--- config.mk ---
export PLATFORM = sky130hd
export DESIGN_NAME = adpll_gear_ctrl
export DESIGN_NICKNAME = d
export VERILOG_FILES = /design/src/rtl/adpll_gear_ctrl.sv
export SDC_FILE = /design/constraint.sdc
export NUM_CORES = 1
export LEC_CHECK = 0
export ABC_AREA = 0
export CORE_UTILIZATION = 42
export DETAILED_ROUTE_END_ITERATION = 16
export PLACE_DENSITY = 0.73
export SLEW_MARGIN = 10
export SYNTH_ARGS = -nofsm -noshare
export SYNTH_HDL_FRONTEND = slang
export SYNTH_SLANG_ARGS = --single-unit
--- constraint.sdc ---
create_clock -name fpga_clk_i -period 1.5 [get_ports fpga_clk_i]
set_input_delay 0.3 -clock fpga_clk_i [delete_from_list [all_inputs] [get_ports fpga_clk_i]]
set_output_delay 0.3 -clock fpga_clk_i [all_outputs]
set_load 0.01 [all_outputs]
--- src/rtl/adpll_gear_ctrl.sv ---
// adpll_gear_ctrl: ADPLL start-up sequencer and gain scheduler; define ADPLL_CTRL_RELOCK_EN to enable unlock detection in TRACK
module adpll_gear_ctrl #(
    parameter int                      PDET_WIDTH    = 8,
    parameter int                      KP_WIDTH      = 3,
    parameter int                      KI_WIDTH      = 4,
    parameter int                      WEIGHT_WIDTH  = 4,
    parameter logic [KP_WIDTH-1:0]     KP_ACQ        = 3'b100,
    parameter logic [KI_WIDTH-1:0]     KI_ACQ        = 4'b0100,
    parameter logic [KP_WIDTH-1:0]     KP_TRK        = 3'b010,
    parameter logic [KI_WIDTH-1:0]     KI_TRK        = 4'b0001,
    parameter logic [WEIGHT_WIDTH-1:0] WEIGHT_NOM    = 4'd2,
    parameter logic [PDET_WIDTH-1:0]   LOCK_THRESH   = 8'd4,
    parameter logic [PDET_WIDTH-1:0]   UNLOCK_THRESH = 8'd16,
    parameter int                      LOCK_COUNT    = 16,
    parameter int                      UNLOCK_COUNT  = 4,
    parameter int                      SETTLE_CYCLES = 256,
    parameter int                      CNT_WIDTH     = 10
) (
    input  logic                    fpga_clk_i,
    input  logic                    reset_i,
    input  logic                    enable_i,
    input  logic                    sample_stb_i,
    input  logic [PDET_WIDTH-1:0]   error_i,
    output logic                    pll_reset_o,
    output logic                    pll_enable_o,
    output logic [KP_WIDTH-1:0]     kp_o,
    output logic [KI_WIDTH-1:0]     ki_o,
    output logic [WEIGHT_WIDTH-1:0] weight_left_o,
    output logic [WEIGHT_WIDTH-1:0] weight_above_o,
    output logic [WEIGHT_WIDTH-1:0] weight_right_o,
    output logic [WEIGHT_WIDTH-1:0] weight_below_o,
    output logic [1:0]              state_o,
    output logic                    locked_o,
    output logic                    lock_lost_o
);
    localparam logic [1:0] S_IDLE    = 2'd0;
    localparam logic [1:0] S_SETTLE  = 2'd1;
    localparam logic [1:0] S_ACQUIRE = 2'd2;
    localparam logic [1:0] S_TRACK   = 2'd3;
    localparam logic [CNT_WIDTH-1:0] SETTLE_LAST = CNT_WIDTH'(SETTLE_CYCLES - 1);
    localparam logic [CNT_WIDTH-1:0] LOCK_LAST   = CNT_WIDTH'(LOCK_COUNT - 1);
    localparam logic [CNT_WIDTH-1:0] CNT_ONE     = CNT_WIDTH'(1);
    localparam logic [CNT_WIDTH-1:0] CNT_MAX     = '1;

    logic [1:0]            state_q, state_d;
    logic [CNT_WIDTH-1:0]  settle_cnt_q, settle_cnt_d;
    logic [CNT_WIDTH-1:0]  lock_cnt_q, lock_cnt_d;
    logic [PDET_WIDTH:0]   err_ext, mag;
    logic                  in_lock;

    // one extra bit so the most negative error has a representable magnitude
    assign err_ext = {error_i[PDET_WIDTH-1], error_i};
    assign mag     = error_i[PDET_WIDTH-1] ? -err_ext : err_ext;
    assign in_lock = mag <= {1'b0, LOCK_THRESH};

`ifdef ADPLL_CTRL_RELOCK_EN
    localparam logic [CNT_WIDTH-1:0] UNLOCK_LAST = CNT_WIDTH'(UNLOCK_COUNT - 1);
    logic                 out_lock;
    logic [CNT_WIDTH-1:0] unlock_cnt_q, unlock_cnt_d;
    logic                 lock_lost_q, lock_lost_d;
    assign out_lock    = mag > {1'b0, UNLOCK_THRESH};
    assign lock_lost_o = lock_lost_q;
`else
    assign lock_lost_o = 1'b0;
`endif

    // next-state and counter update; a low enable overrides everything else
    always_comb begin
        state_d      = state_q;
        settle_cnt_d = '0;
        lock_cnt_d   = lock_cnt_q;
`ifdef ADPLL_CTRL_RELOCK_EN
        unlock_cnt_d = '0;
        lock_lost_d  = 1'b0;
`endif
        if (!enable_i) begin
            state_d    = S_IDLE;
            lock_cnt_d = '0;
        end else if (state_q == S_IDLE) begin
            state_d    = S_SETTLE;
            lock_cnt_d = '0;
        end else if (state_q == S_SETTLE) begin
            settle_cnt_d = (settle_cnt_q >= SETTLE_LAST) ? '0 : settle_cnt_q + CNT_ONE;
            state_d      = (settle_cnt_q >= SETTLE_LAST) ? S_ACQUIRE : S_SETTLE;
        end else if (state_q == S_ACQUIRE) begin
            if (sample_stb_i) begin
                lock_cnt_d = !in_lock ? '0 : (lock_cnt_q == CNT_MAX) ? lock_cnt_q : lock_cnt_q + CNT_ONE;
                state_d    = (in_lock && lock_cnt_q >= LOCK_LAST) ? S_TRACK : S_ACQUIRE;
            end
        end else begin
`ifdef ADPLL_CTRL_RELOCK_EN
            unlock_cnt_d = unlock_cnt_q;
            if (sample_stb_i) begin
                unlock_cnt_d = !out_lock ? '0 : (unlock_cnt_q == CNT_MAX) ? unlock_cnt_q : unlock_cnt_q + CNT_ONE;
                if (out_lock && unlock_cnt_q >= UNLOCK_LAST) begin
                    state_d      = S_ACQUIRE;
                    lock_lost_d  = 1'b1;
                    lock_cnt_d   = '0;
                    unlock_cnt_d = '0;
                end
            end
`endif
        end
    end

    // state and counter registers
    always_ff @(posedge fpga_clk_i or posedge reset_i) begin
        if (reset_i) begin
            state_q      <= S_IDLE;
            settle_cnt_q <= '0;
            lock_cnt_q   <= '0;
`ifdef ADPLL_CTRL_RELOCK_EN
            unlock_cnt_q <= '0;
            lock_lost_q  <= 1'b0;
`endif
        end else begin
            state_q      <= state_d;
            settle_cnt_q <= settle_cnt_d;
            lock_cnt_q   <= lock_cnt_d;
`ifdef ADPLL_CTRL_RELOCK_EN
            unlock_cnt_q <= unlock_cnt_d;
            lock_lost_q  <= lock_lost_d;
`endif
        end
    end

    assign state_o        = state_q;
    assign pll_reset_o    = state_q == S_IDLE;
    assign pll_enable_o   = state_q != S_IDLE;
    assign locked_o       = state_q == S_TRACK;
    assign kp_o           = (state_q == S_TRACK) ? KP_TRK : KP_ACQ;
    assign ki_o           = (state_q == S_TRACK) ? KI_TRK : KI_ACQ;
    assign weight_left_o  = (state_q == S_IDLE) ? '0 : WEIGHT_NOM;
    assign weight_above_o = (state_q == S_IDLE) ? '0 : WEIGHT_NOM;
    assign weight_right_o = (state_q == S_TRACK) ? WEIGHT_NOM : '0;
    assign weight_below_o = (state_q == S_TRACK) ? WEIGHT_NOM : '0;
endmodule

==> results.cfg <==
[status]
status = finished, violations left
violations = negative setup slack

[timing]
skew_ns = 0.00695
hold_viol = 0
rsz0062_at_grt = true
finalWorstSetupSlack_ns = -0.112
period_minus_slack_ns = 1.61
fmax_mhz = 620
drv_slew = 0
setup_viol = 20
tns_ns = -1.15
finalCritPeriodShare = 1.07

[synthesis]
synthTopCellsByCount = 23 x buf_4, 22 x dfrtp_1, 22 x nor2_1, 11 x inv_1, 11 x nand2_1
yosysMostFrequentCell = buf_4
synthArstFlopShare = 1.00
synth_area_leaders = dfrtp_1 39%, buf_4 12%, nor2_1 5.9%, ha_1 5.4%, a21oi_1 3.2%
synth-seq-cells = 22
ys_types = 38
synth.avg_cell_area_um2 = 8.71
synthCells = 161
synth_edf_count = 0
yosysTopAreaCell = dfrtp_1
synth_area_um2 = 1400
synth_top_area_frac = 0.393
synthFlopType = dfrtp_1
yosys_warnings = 0
seq_area_frac_synth = 0.393

[cts]
cts-root-buf = clkbuf_4
htree_levels = 1
max-clock-path-buffers = 2
clock-sinks = 22
numCtsBuffers = 3
clk_pin_slew_ns = 0.13
cts_hold_buf = 0
cts_tree = yes
clk_latency_ns = 0.32

[run]
cap_violations = 0

[final_layout]
drive_gt1_frac = 0.333
design_area_um2 = 1970
multi_input_area_um2 = 802
fillers = 258
seq_area_um2 = 551
diodes = 0
area_delta_synth_final_pct = 40.2
final_util = 0.634
nets = 229

[floorplan]
std_cell_rows = 20
pin_count = 41
dieArea_um2 = 3570
start_util = 0.452
core_um2 = 3100
chipHeight_um = 59.8
fp.dieW_um = 59.8

[setup_path]
arrival_ns = 1.87
path_buf_inv = 1
critPathCaptureType = flip-flop
path_max_fanout = 3
slowest_delay_ns = 0.50
critPathKind = flip-flop to flip-flop
path_cells = buf_4 -> nand4_1 -> nor2_1 -> nand2_1 -> or4_1 -> o21ai_1
startpoint_type = flip-flop
crit_slowest_cell = or4_1
cp.required_ns = 1.76
critical-path-top-delay-family = simple AND/OR/NAND/NOR gates

[pwr]
leakage_nw = 0.869
swShare = 0.306
ir_drop_mv = 0.429
p_seq_frac = 0.349
cellPowerDensity_nw_per_um2 = 908
power_frac_clock = 0.260
power.net_switching_mw = 0.546
cell_internal_pwr_mw = 1.24
combinationalPowerShare = 0.391

[detailed_routing]
drt-initial-drc-count = 41
drtPass1Iterations = 4
wl_per_cell_um = 12.9
wirelength_um = 3280
dr_total_vias = 1281
drc = 0
drtAntennaViolNets = 0
via_per_inst = 5.04

[grt]
grt_max_degree = 23
grt_pass1_vias = 1261
antenna_found_initial = 0
grt_pass1_wl_um = 5210
gr-total-overflow = 0
track_usage = 0.195

[placement]
postPlaceCellArea_um2 = 1760
io_buffers = 24
dp_hpwl_um = 2350
place.gp.congestion = 0.874

[worst_hold_path]
hp-class = input port to asynchronous set/reset pin
flip-flops by register name, summed over array words and instances (netlist names):
| signal | cells |
|---|---|
| lock_cnt_q | 10 |
| settle_cnt_q | 10 |
| state_o | 2 |
worst min-delay path, cell delays in order:
cell             delay (ns)
clkdlybuf4s50_1        0.39
inv_1                  0.05
buf_4                  0.28
power groups by stage:
stage               clock (mW)  combinational, mW  sequential [mW]
CTS                      0.476              0.641            0.623
detailed placement           0              0.573            0.640
finish                   0.464              0.699            0.623
floorplan                    0              0.332            0.644
global route             0.495              0.752            0.625
global placement             0              0.559            0.639
cell families (layout without fill, tap and decap cells):
| family | after synthesis | count (layout) | synth area share |
|---|---|---|---|
| buffers and inverters | 36 | 68 | 0.164 |
| xor gates and xnor gates | 6 | 6 | 0.0375 |
| DFF | 22 | 22 | 0.393 |
| adders and majority gates | 6 | 6 | 0.0535 |
| AOI/OAI and AO/OA | 32 | 32 | 0.144 |
| muxes | 1 | 1 | 0.00714 |
| other | 1 | 18 | 0.00267 |
| and+or+nand+nor | 57 | 57 | 0.199 |
metal layers:
metal	global-route usage	vias to the layer above	wire, um
met1	0.229	599	1390
li1	-	611	-
met2	0.356	61	1600
met4	0.0963	0	94
met5	0	-	0
met3	0.0130	10	206
cells in the final DEF, fill, tap and decap left out, drive strengths merged, types with 2 or more instances in the layout:
master	Yosys	final
a21oi	9	9
a31oi	3	3
a41oi	2	2
and2	2	2
and3	4	4
buf	25	34
clkbuf	0	4
clkdlybuf4s15	0	4
clkdlybuf4s50	0	11
conb	1	18
dfrtp	22	22
dlygate4sd2	0	3
ha	6	6
inv	11	11
nand2	11	11
nand3	6	6
nand4	3	3
nor2	22	22
o21a	3	3
o21ai	9	9
xnor2	3	3
xor2	3	3
metrics by stage:
stage / worst slack [ns] / std cells / power (mW) / hold WS [ns]
6_report: -0.112 / 254 / 1.79 / 0.292
5_1_grt: -0.168 / 254 / 1.87 / 0.326
3_3_place_gp: -0.321 / 244 / 1.20 / 0.528
2_1_floorplan: -0.0878 / 178 / 0.976 / 0.289
4_1_cts: -0.100 / 253 / 1.74 / 0.297
3_5_place_dp: -0.361 / 244 / 1.21 / 0.540
layout make-up:
cell class / instances / share of cell area
clock inverters: 1 / 0.0153
well taps: 44 / 0.0280
multi-input cells: 120 / 0.408
clock buffers: 3 / 0.0115
flip-flops and latches: 22 / 0.280
inverters: 11 / 0.0261
repair buffers: 53 / 0.232
path summary, 6_finish.rpt:
check                                 from              end  slack [ns]  cells after the start
setup / recovery             lock_cnt_q[1]    lock_cnt_q[7]       -0.11                      6
hold / removal                     reset_i    lock_cnt_q[8]        0.29                      3
setup reg to reg             lock_cnt_q[1]    lock_cnt_q[7]       -0.11                      6
hold reg to reg            settle_cnt_q[0]  settle_cnt_q[0]        0.57                      2
max in group asynchronous          reset_i  settle_cnt_q[6]        0.98                      3
min in group fpga_clk_i    settle_cnt_q[0]  settle_cnt_q[0]        0.57                      2
what timing repair did:
| action | 4_1_cts | 5_1_grt |
|---|---|---|
| setup endpoints to repair | 32 | 31 |
| pin swaps | 8 | 6 |
| gates resized for setup | 53 | 21 |
| setup buffers | 5 | 1 |
Note: power is estimated with default switching activity, not from simulation.
